==> src/rtl/axi_to_axi_lite_bridge.sv <==
// AXI4 slave to AXI4-Lite master bridge: one write and one read in flight,
// independent channels; bursts and atomics are answered locally with SLVERR.
module axi_to_axi_lite_bridge #(
    parameter int unsigned AXI_ADDR_WIDTH = 32,
    parameter int unsigned AXI_DATA_WIDTH = 32,
    parameter int unsigned AXI_ID_WIDTH   = 8,
    parameter int unsigned AXI_USER_WIDTH = 8
) (
    input  logic                        clk_i,
    input  logic                        rst_i,
    input  logic                        testmode_i,
    input  logic [AXI_ID_WIDTH-1:0]     in_aw_id,
    input  logic [AXI_ADDR_WIDTH-1:0]   in_aw_addr,
    input  logic [7:0]                  in_aw_len,
    input  logic [2:0]                  in_aw_size,
    input  logic [1:0]                  in_aw_burst,
    input  logic                        in_aw_lock,
    input  logic [3:0]                  in_aw_cache,
    input  logic [2:0]                  in_aw_prot,
    input  logic [3:0]                  in_aw_qos,
    input  logic [3:0]                  in_aw_region,
    input  logic [5:0]                  in_aw_atop,
    input  logic [AXI_USER_WIDTH-1:0]   in_aw_user,
    input  logic                        in_aw_valid,
    output logic                        in_aw_ready,
    input  logic [AXI_DATA_WIDTH-1:0]   in_w_data,
    input  logic [AXI_DATA_WIDTH/8-1:0] in_w_strb,
    input  logic                        in_w_last,
    input  logic [AXI_USER_WIDTH-1:0]   in_w_user,
    input  logic                        in_w_valid,
    output logic                        in_w_ready,
    output logic [AXI_ID_WIDTH-1:0]     in_b_id,
    output logic [1:0]                  in_b_resp,
    output logic [AXI_USER_WIDTH-1:0]   in_b_user,
    output logic                        in_b_valid,
    input  logic                        in_b_ready,
    input  logic [AXI_ID_WIDTH-1:0]     in_ar_id,
    input  logic [AXI_ADDR_WIDTH-1:0]   in_ar_addr,
    input  logic [7:0]                  in_ar_len,
    input  logic [2:0]                  in_ar_size,
    input  logic [1:0]                  in_ar_burst,
    input  logic                        in_ar_lock,
    input  logic [3:0]                  in_ar_cache,
    input  logic [2:0]                  in_ar_prot,
    input  logic [3:0]                  in_ar_qos,
    input  logic [3:0]                  in_ar_region,
    input  logic [AXI_USER_WIDTH-1:0]   in_ar_user,
    input  logic                        in_ar_valid,
    output logic                        in_ar_ready,
    output logic [AXI_ID_WIDTH-1:0]     in_r_id,
    output logic [AXI_DATA_WIDTH-1:0]   in_r_data,
    output logic [1:0]                  in_r_resp,
    output logic                        in_r_last,
    output logic [AXI_USER_WIDTH-1:0]   in_r_user,
    output logic                        in_r_valid,
    input  logic                        in_r_ready,
    output logic [AXI_ADDR_WIDTH-1:0]   out_aw_addr,
    output logic [2:0]                  out_aw_prot,
    output logic                        out_aw_valid,
    input  logic                        out_aw_ready,
    output logic [AXI_DATA_WIDTH-1:0]   out_w_data,
    output logic [AXI_DATA_WIDTH/8-1:0] out_w_strb,
    output logic                        out_w_valid,
    input  logic                        out_w_ready,
    input  logic [1:0]                  out_b_resp,
    input  logic                        out_b_valid,
    output logic                        out_b_ready,
    output logic [AXI_ADDR_WIDTH-1:0]   out_ar_addr,
    output logic [2:0]                  out_ar_prot,
    output logic                        out_ar_valid,
    input  logic                        out_ar_ready,
    input  logic [AXI_DATA_WIDTH-1:0]   out_r_data,
    input  logic [1:0]                  out_r_resp,
    input  logic                        out_r_valid,
    output logic                        out_r_ready
);

    localparam logic [1:0] RESP_SLVERR = 2'b10;

    typedef enum logic [2:0] {W_IDLE, W_AW, W_DATA, W_B, W_RESP, W_ERR} wstate_t;
    typedef enum logic [2:0] {R_IDLE, R_AR, R_WAIT, R_RESP, R_ERR} rstate_t;

    wstate_t                     wstate;
    rstate_t                     rstate;
    logic [AXI_ADDR_WIDTH-1:0]   aw_addr_q, ar_addr_q;
    logic [AXI_ID_WIDTH-1:0]     aw_id_q, ar_id_q;
    logic [1:0]                  b_resp_q, r_resp_q;
    logic [AXI_DATA_WIDTH-1:0]   r_data_q;
    logic [7:0]                  r_cnt_q;

    // Sideband fields the Lite side has no use for.
    logic unused_fields;
    assign unused_fields = ^{testmode_i, in_aw_size, in_aw_burst, in_aw_lock, in_aw_cache,
                             in_aw_prot, in_aw_qos, in_aw_region, in_aw_user, in_w_user,
                             in_ar_size, in_ar_burst, in_ar_lock, in_ar_cache, in_ar_prot,
                             in_ar_qos, in_ar_region, in_ar_user};

    always_ff @(posedge clk_i or posedge rst_i) begin
        if (rst_i) begin
            wstate    <= W_IDLE;
            aw_addr_q <= '0;
            aw_id_q   <= '0;
            b_resp_q  <= '0;
        end else begin
            case (wstate)
                W_IDLE: if (in_aw_valid) begin
                    aw_addr_q <= in_aw_addr;
                    aw_id_q   <= in_aw_id;
                    if (in_aw_len == 8'd0 && in_aw_atop == 6'd0) wstate <= W_AW;
                    else                                          wstate <= W_ERR;
                end
                W_AW:   if (out_aw_ready) wstate <= W_DATA;
                W_DATA: if (in_w_valid && out_w_ready) wstate <= W_B;
                W_B:    if (out_b_valid) begin
                    b_resp_q <= out_b_resp;
                    wstate   <= W_RESP;
                end
                W_RESP: if (in_b_ready) wstate <= W_IDLE;
                W_ERR:  if (in_w_valid && in_w_last) begin
                    b_resp_q <= RESP_SLVERR;
                    wstate   <= W_RESP;
                end
                default: wstate <= W_IDLE;
            endcase
        end
    end

    always_ff @(posedge clk_i or posedge rst_i) begin
        if (rst_i) begin
            rstate    <= R_IDLE;
            ar_addr_q <= '0;
            ar_id_q   <= '0;
            r_data_q  <= '0;
            r_resp_q  <= '0;
            r_cnt_q   <= '0;
        end else begin
            case (rstate)
                R_IDLE: if (in_ar_valid) begin
                    ar_addr_q <= in_ar_addr;
                    ar_id_q   <= in_ar_id;
                    r_cnt_q   <= in_ar_len;
                    // Error beats reuse the response registers with zero data.
                    r_data_q  <= '0;
                    r_resp_q  <= RESP_SLVERR;
                    if (in_ar_len == 8'd0) rstate <= R_AR;
                    else                   rstate <= R_ERR;
                end
                R_AR:   if (out_ar_ready) rstate <= R_WAIT;
                R_WAIT: if (out_r_valid) begin
                    r_data_q <= out_r_data;
                    r_resp_q <= out_r_resp;
                    rstate   <= R_RESP;
                end
                R_RESP: if (in_r_ready) rstate <= R_IDLE;
                R_ERR:  if (in_r_ready) begin
                    if (r_cnt_q == 8'd0) rstate <= R_IDLE;
                    else                 r_cnt_q <= r_cnt_q - 8'd1;
                end
                default: rstate <= R_IDLE;
            endcase
        end
    end

    assign in_aw_ready  = (wstate == W_IDLE);
    assign out_aw_valid = (wstate == W_AW);
    assign out_aw_addr  = aw_addr_q;
    assign out_aw_prot  = '0;
    assign out_w_valid  = (wstate == W_DATA) && in_w_valid;
    assign out_w_data   = in_w_data;
    assign out_w_strb   = in_w_strb;
    assign in_w_ready   = (wstate == W_ERR) || ((wstate == W_DATA) && out_w_ready);
    assign out_b_ready  = (wstate == W_B);
    assign in_b_valid   = (wstate == W_RESP);
    assign in_b_id      = aw_id_q;
    assign in_b_resp    = b_resp_q;
    assign in_b_user    = '0;

    assign in_ar_ready  = (rstate == R_IDLE);
    assign out_ar_valid = (rstate == R_AR);
    assign out_ar_addr  = ar_addr_q;
    assign out_ar_prot  = '0;
    assign out_r_ready  = (rstate == R_WAIT);
    assign in_r_valid   = (rstate == R_RESP) || (rstate == R_ERR);
    assign in_r_id      = ar_id_q;
    assign in_r_data    = r_data_q;
    assign in_r_resp    = r_resp_q;
    assign in_r_last    = (rstate == R_RESP) || ((rstate == R_ERR) && (r_cnt_q == 8'd0));
    assign in_r_user    = '0;

endmodule

==> config.mk <==
export PLATFORM = sky130hd
export DESIGN_NAME = axi_to_axi_lite_bridge
export DESIGN_NICKNAME = d
export VERILOG_FILES = /design/src/rtl/axi_to_axi_lite_bridge.sv
export SDC_FILE = /design/constraint.sdc
export NUM_CORES = 1
export LEC_CHECK = 0
export ABC_AREA = 1
export BUFFER_PORTS_ARGS = -buffer_cell sky130_fd_sc_hd__buf_4
export CAP_MARGIN = 30
export CORE_AREA = 3 3 169 171
export CTS_CLUSTER_SIZE = 16
export DETAILED_ROUTE_END_ITERATION = 6
export DIE_AREA = 0 0 172 174
export GPL_TIMING_DRIVEN = 0
export SYNTH_ARGS = -nofsm -noshare
export SYNTH_HDL_FRONTEND = slang
export SYNTH_SLANG_ARGS = --single-unit
==> constraint.sdc <==
create_clock -name clk_i -period 5.59 [get_ports clk_i]
set_clock_uncertainty 0.15 [all_clocks]
set_input_delay 0.559 -clock clk_i [delete_from_list [all_inputs] [get_ports clk_i]]
set_output_delay 0.559 -clock clk_i [all_outputs]
set_load 0.02 [all_outputs]
==> results.py <==
metrics = {
    "power": {
        "switchingPower_mw": 1.855,
        "power.leakage_nw": 5.392,
        "comb_power_share": 0.471,
        "p_seq_frac": 0.307,
        "powerDensity_mw_per_mm2": 505.7,
        "clockPowerShare": 0.222,
        "internal_power_mw": 3.127,
        "ir_worst_vdd_mv": 0.2279,
        "power_mw": 4.982,
        "switching_share": 0.3723,
    },
    "yosys": {
        "async_flop_share": 1.000,
        "yosys-top-cells-area": "dfrtp_1, mux2_4, nand2_1",
        "synth_top_family_by_area": "multiplexers",
        "synth_warnings": 0,
        "synth_flop_cell": "dfrtp_1",
        "ys_ff_latch": 130,
        "netlist.area_leader.share": 0.5094,
        "synth_cell_type_count": 24,
        "yosys.area_share.adder": 0.003918,
        "yosysMostFrequentCell": "dfrtp_1",
        "yosysSeqAreaShare": 0.5094,
        "synth_compound_area_frac": 0.01332,
        "syn_area_per_cell_um2": 10.47,
        "synth_edf_count": 0,
        "synth_top_area_cell": "dfrtp_1",
        "syn-cell-area_mm2": 0.006386,
        "synthXorXnorAreaFrac": 0,
        "synthCells": 610,
        "synth-simple-area-share": 0.1769,
        "synthMuxAreaShare": 0.1804,
        "ys_top_cells_by_count": "dfrtp_1, nand2_1, nand3_1",
    },
    "place": {
        "port_buffers": 313,
        "place.gp.congestion": 0.8431,
        "dpl.hpwl_um": 14800,
        "placed_area_mm2": 0.009274,
    },
    "timing": {
        "worst_pin_slew_ps": 518.5,
        "finalCriticalPeriod_ps": 2661,
        "fmax_mhz": 375.9,
        "final-setup-viol-count": 0,
        "fin_crit_sh": 0.4759,
        "finalHoldViolations": 0,
        "maxSlewHeadroom": 0.6543,
        "rsz0062_at_grt": "no",
        "drv_slew": 0,
    },
    "clocking": {
        "tritoncts": "built",
        "clock_insertion_delay_worst_skew_ps": 400,
        "hold_buffers": 0,
        "post_cts_buffers": 0,
        "postCtsResizedCells": 0,
        "clkSlewWorstSetupHoldPaths_ps": 60,
        "cts_buffer_depth": 2,
        "root_buffer": "clkbuf_16",
        "cts_sinks": 130,
        "numCtsBuffers": 17,
        "htreeDepth": 4,
    },
    "global_route": {
        "grt_pass1_wl_um": 28670,
        "antenna_found_initial": 0,
        "track_usage": 0.1211,
        "grt_max_degree": 78,
        "grt_overflow": 0,
        "grt_pass1_vias": 5526,
    },
    "critical_path": {
        "crit_type": "flip-flop to primary output",
        "worst_setup_path_end_kind": "primary output",
        "critPathTopFamily": "buffers and inverters",
        "worstSetupStartpointType": "flip-flop",
        "cp_cell_sequence": "inv_1, nand3_1, inv_2, buf_1, buf_4",
        "cp.required_ps": 4880,
        "max_stage_delay_ps": 430,
        "cp_slowest_cell": "dfrtp_1",
        "worst-path-buf-inv": 4,
        "crit_fanout": 10,
        "crit_arrival_ps": 1950,
    },
    "detailed_routing": {
        "dr.pass1.iters": 4,
        "ant_nets": 0,
        "drt_iter0_drc": 173,
        "viasPerCell": 4.077,
        "wire_per_inst_um": 14.47,
        "drt-total-wl_um": 19070,
        "drc": 0,
        "vias": 5374,
    },
    "floorplanning": {
        "dieArea_mm2": 0.02993,
        "die_h_um": 174,
        "num_rows": 60,
        "core_mm2": 0.02703,
        "pin_count": 439,
        "die_w_um": 172,
        "initial_core_util": 0.2363,
    },
    "outcome": {
        "status": "finished, final reports clean",
    },
    "cells_and_area": {
        "final_layout_size_suffix_gt1_frac": 0.5281,
        "final_nets": 1220,
        "areaGrowthSynthToFinish_pct": 54.27,
        "antenna_cells": 0,
        "final_design_area_no_fill_mm2": 0.009852,
    },
    "min_path": {
        "min_path_type": "input pin to asynchronous set/reset pin",
    },
    "job": {
        "drv_cap": 0,
    },
}
## worst reg2reg max path, cell delays in order (launching register included)
cell	delay [ps]
dfrtp_1	430
inv_1	90
nand3_1	200
inv_2	220
nand2_2	150
nand2_2	210
buf_4	220
nand3_1	90
nand2_1	80
## per-layer routing
metal  share of wire  track usage  vias to the layer above
met4           0.013      0.03260                        0
li1                -            -                     2617
met5               0            0                        -
met1            0.40       0.1411                     2480
met2            0.49       0.2091                      259
met3            0.10      0.04412                       18
## cell usage in the layout, fill, tap and decap left out, drive strengths merged
cell type  synthesis  layout
inv               36      38
buf               79     393
clkinvlp           0       4
o21ai             15      15
bufinv             0       2
clkinv             0       4
mux2              80      80
conb               1      22
a21oi              2       2
nor2              44      44
ha                 2       2
or2                2       2
nor3               1       1
dfrtp            130     130
nand4              2       2
clkbuf             2      22
nand2            129     129
nand3             85      85
## worst paths after layout
check | startpoint | endpoint | slack, ps | cells after the start
worst max-delay path | rstate[2] | out_r_ready | 2930 | 5
worst min register to register | in_b_resp[0] | in_b_resp[0] | 340 | 2
min in group clk_i | out_r_data[28] | in_r_data[28] | 220 | 3
worst max register to register | rstate[2] | in_r_data[1] | 3700 | 8
worst min-delay path | rst_i | out_ar_addr[27] | 40 | 2
max in group asynchronous | rst_i | out_aw_addr[13] | 4480 | 3
## final cells by class
cell class / instances / area, um2
Clock buffer: 20 / 446.7
Timing Repair Buffer: 314 / 2377
Multi-Input combinational cell: 384 / 2475
Fill cell: 2727 / 17170
Clock inverter: 12 / 131.4
Inverter: 36 / 140.1
Tap cell: 341 / 426.7
Buffer: 81 / 601.8
Sequential cell: 130 / 3253
## through the flow
stage                     hold WS (ps)    util  setup slack, ps  cells  setup TNS [ps]
final                            38.79  0.3645             2929   1318               0
after global routing             77.72  0.3645             2732   1318               0
after CTS                        50.76  0.3645             2865   1318               0
after detailed placement         323.6  0.3431             3326   1286               0
after global placement           310.3  0.3419           -349.2   1285          -42780
after floorplan                  315.3       -             1412    631               0
## kinds of logic after synthesis
group,after synthesis
AND/OR/NAND/NOR,263
other,1
flip-flops,130
AO/OA/AOI/OAI,17
adder cells (fa/ha/maj),2
buffers and inverters,117
multiplexers,80
## flip-flops by register name (all words and copies together) (netlist names), 3 cells and up
signal and count:
out_ar_addr 32, rstate 3, in_b_id 8, in_r_id 8
r_cnt_q 8, wstate 3, in_r_data 32, out_aw_addr 32
## power groups by stage
| stage | clock, mW | combinational [mW] | sequential, mW |
|---|---|---|---|
| floorplan | 0 | 1.12 | 1.88 |
| global placement | 0 | 2.34 | 1.54 |
| detailed placement | 0 | 2.37 | 1.53 |
| CTS | 1.15 | 2.37 | 1.53 |
| global route | 1.19 | 2.53 | 1.58 |
| finish | 1.11 | 2.35 | 1.53 |
Note: power is estimated with default switching activity, not from simulation.
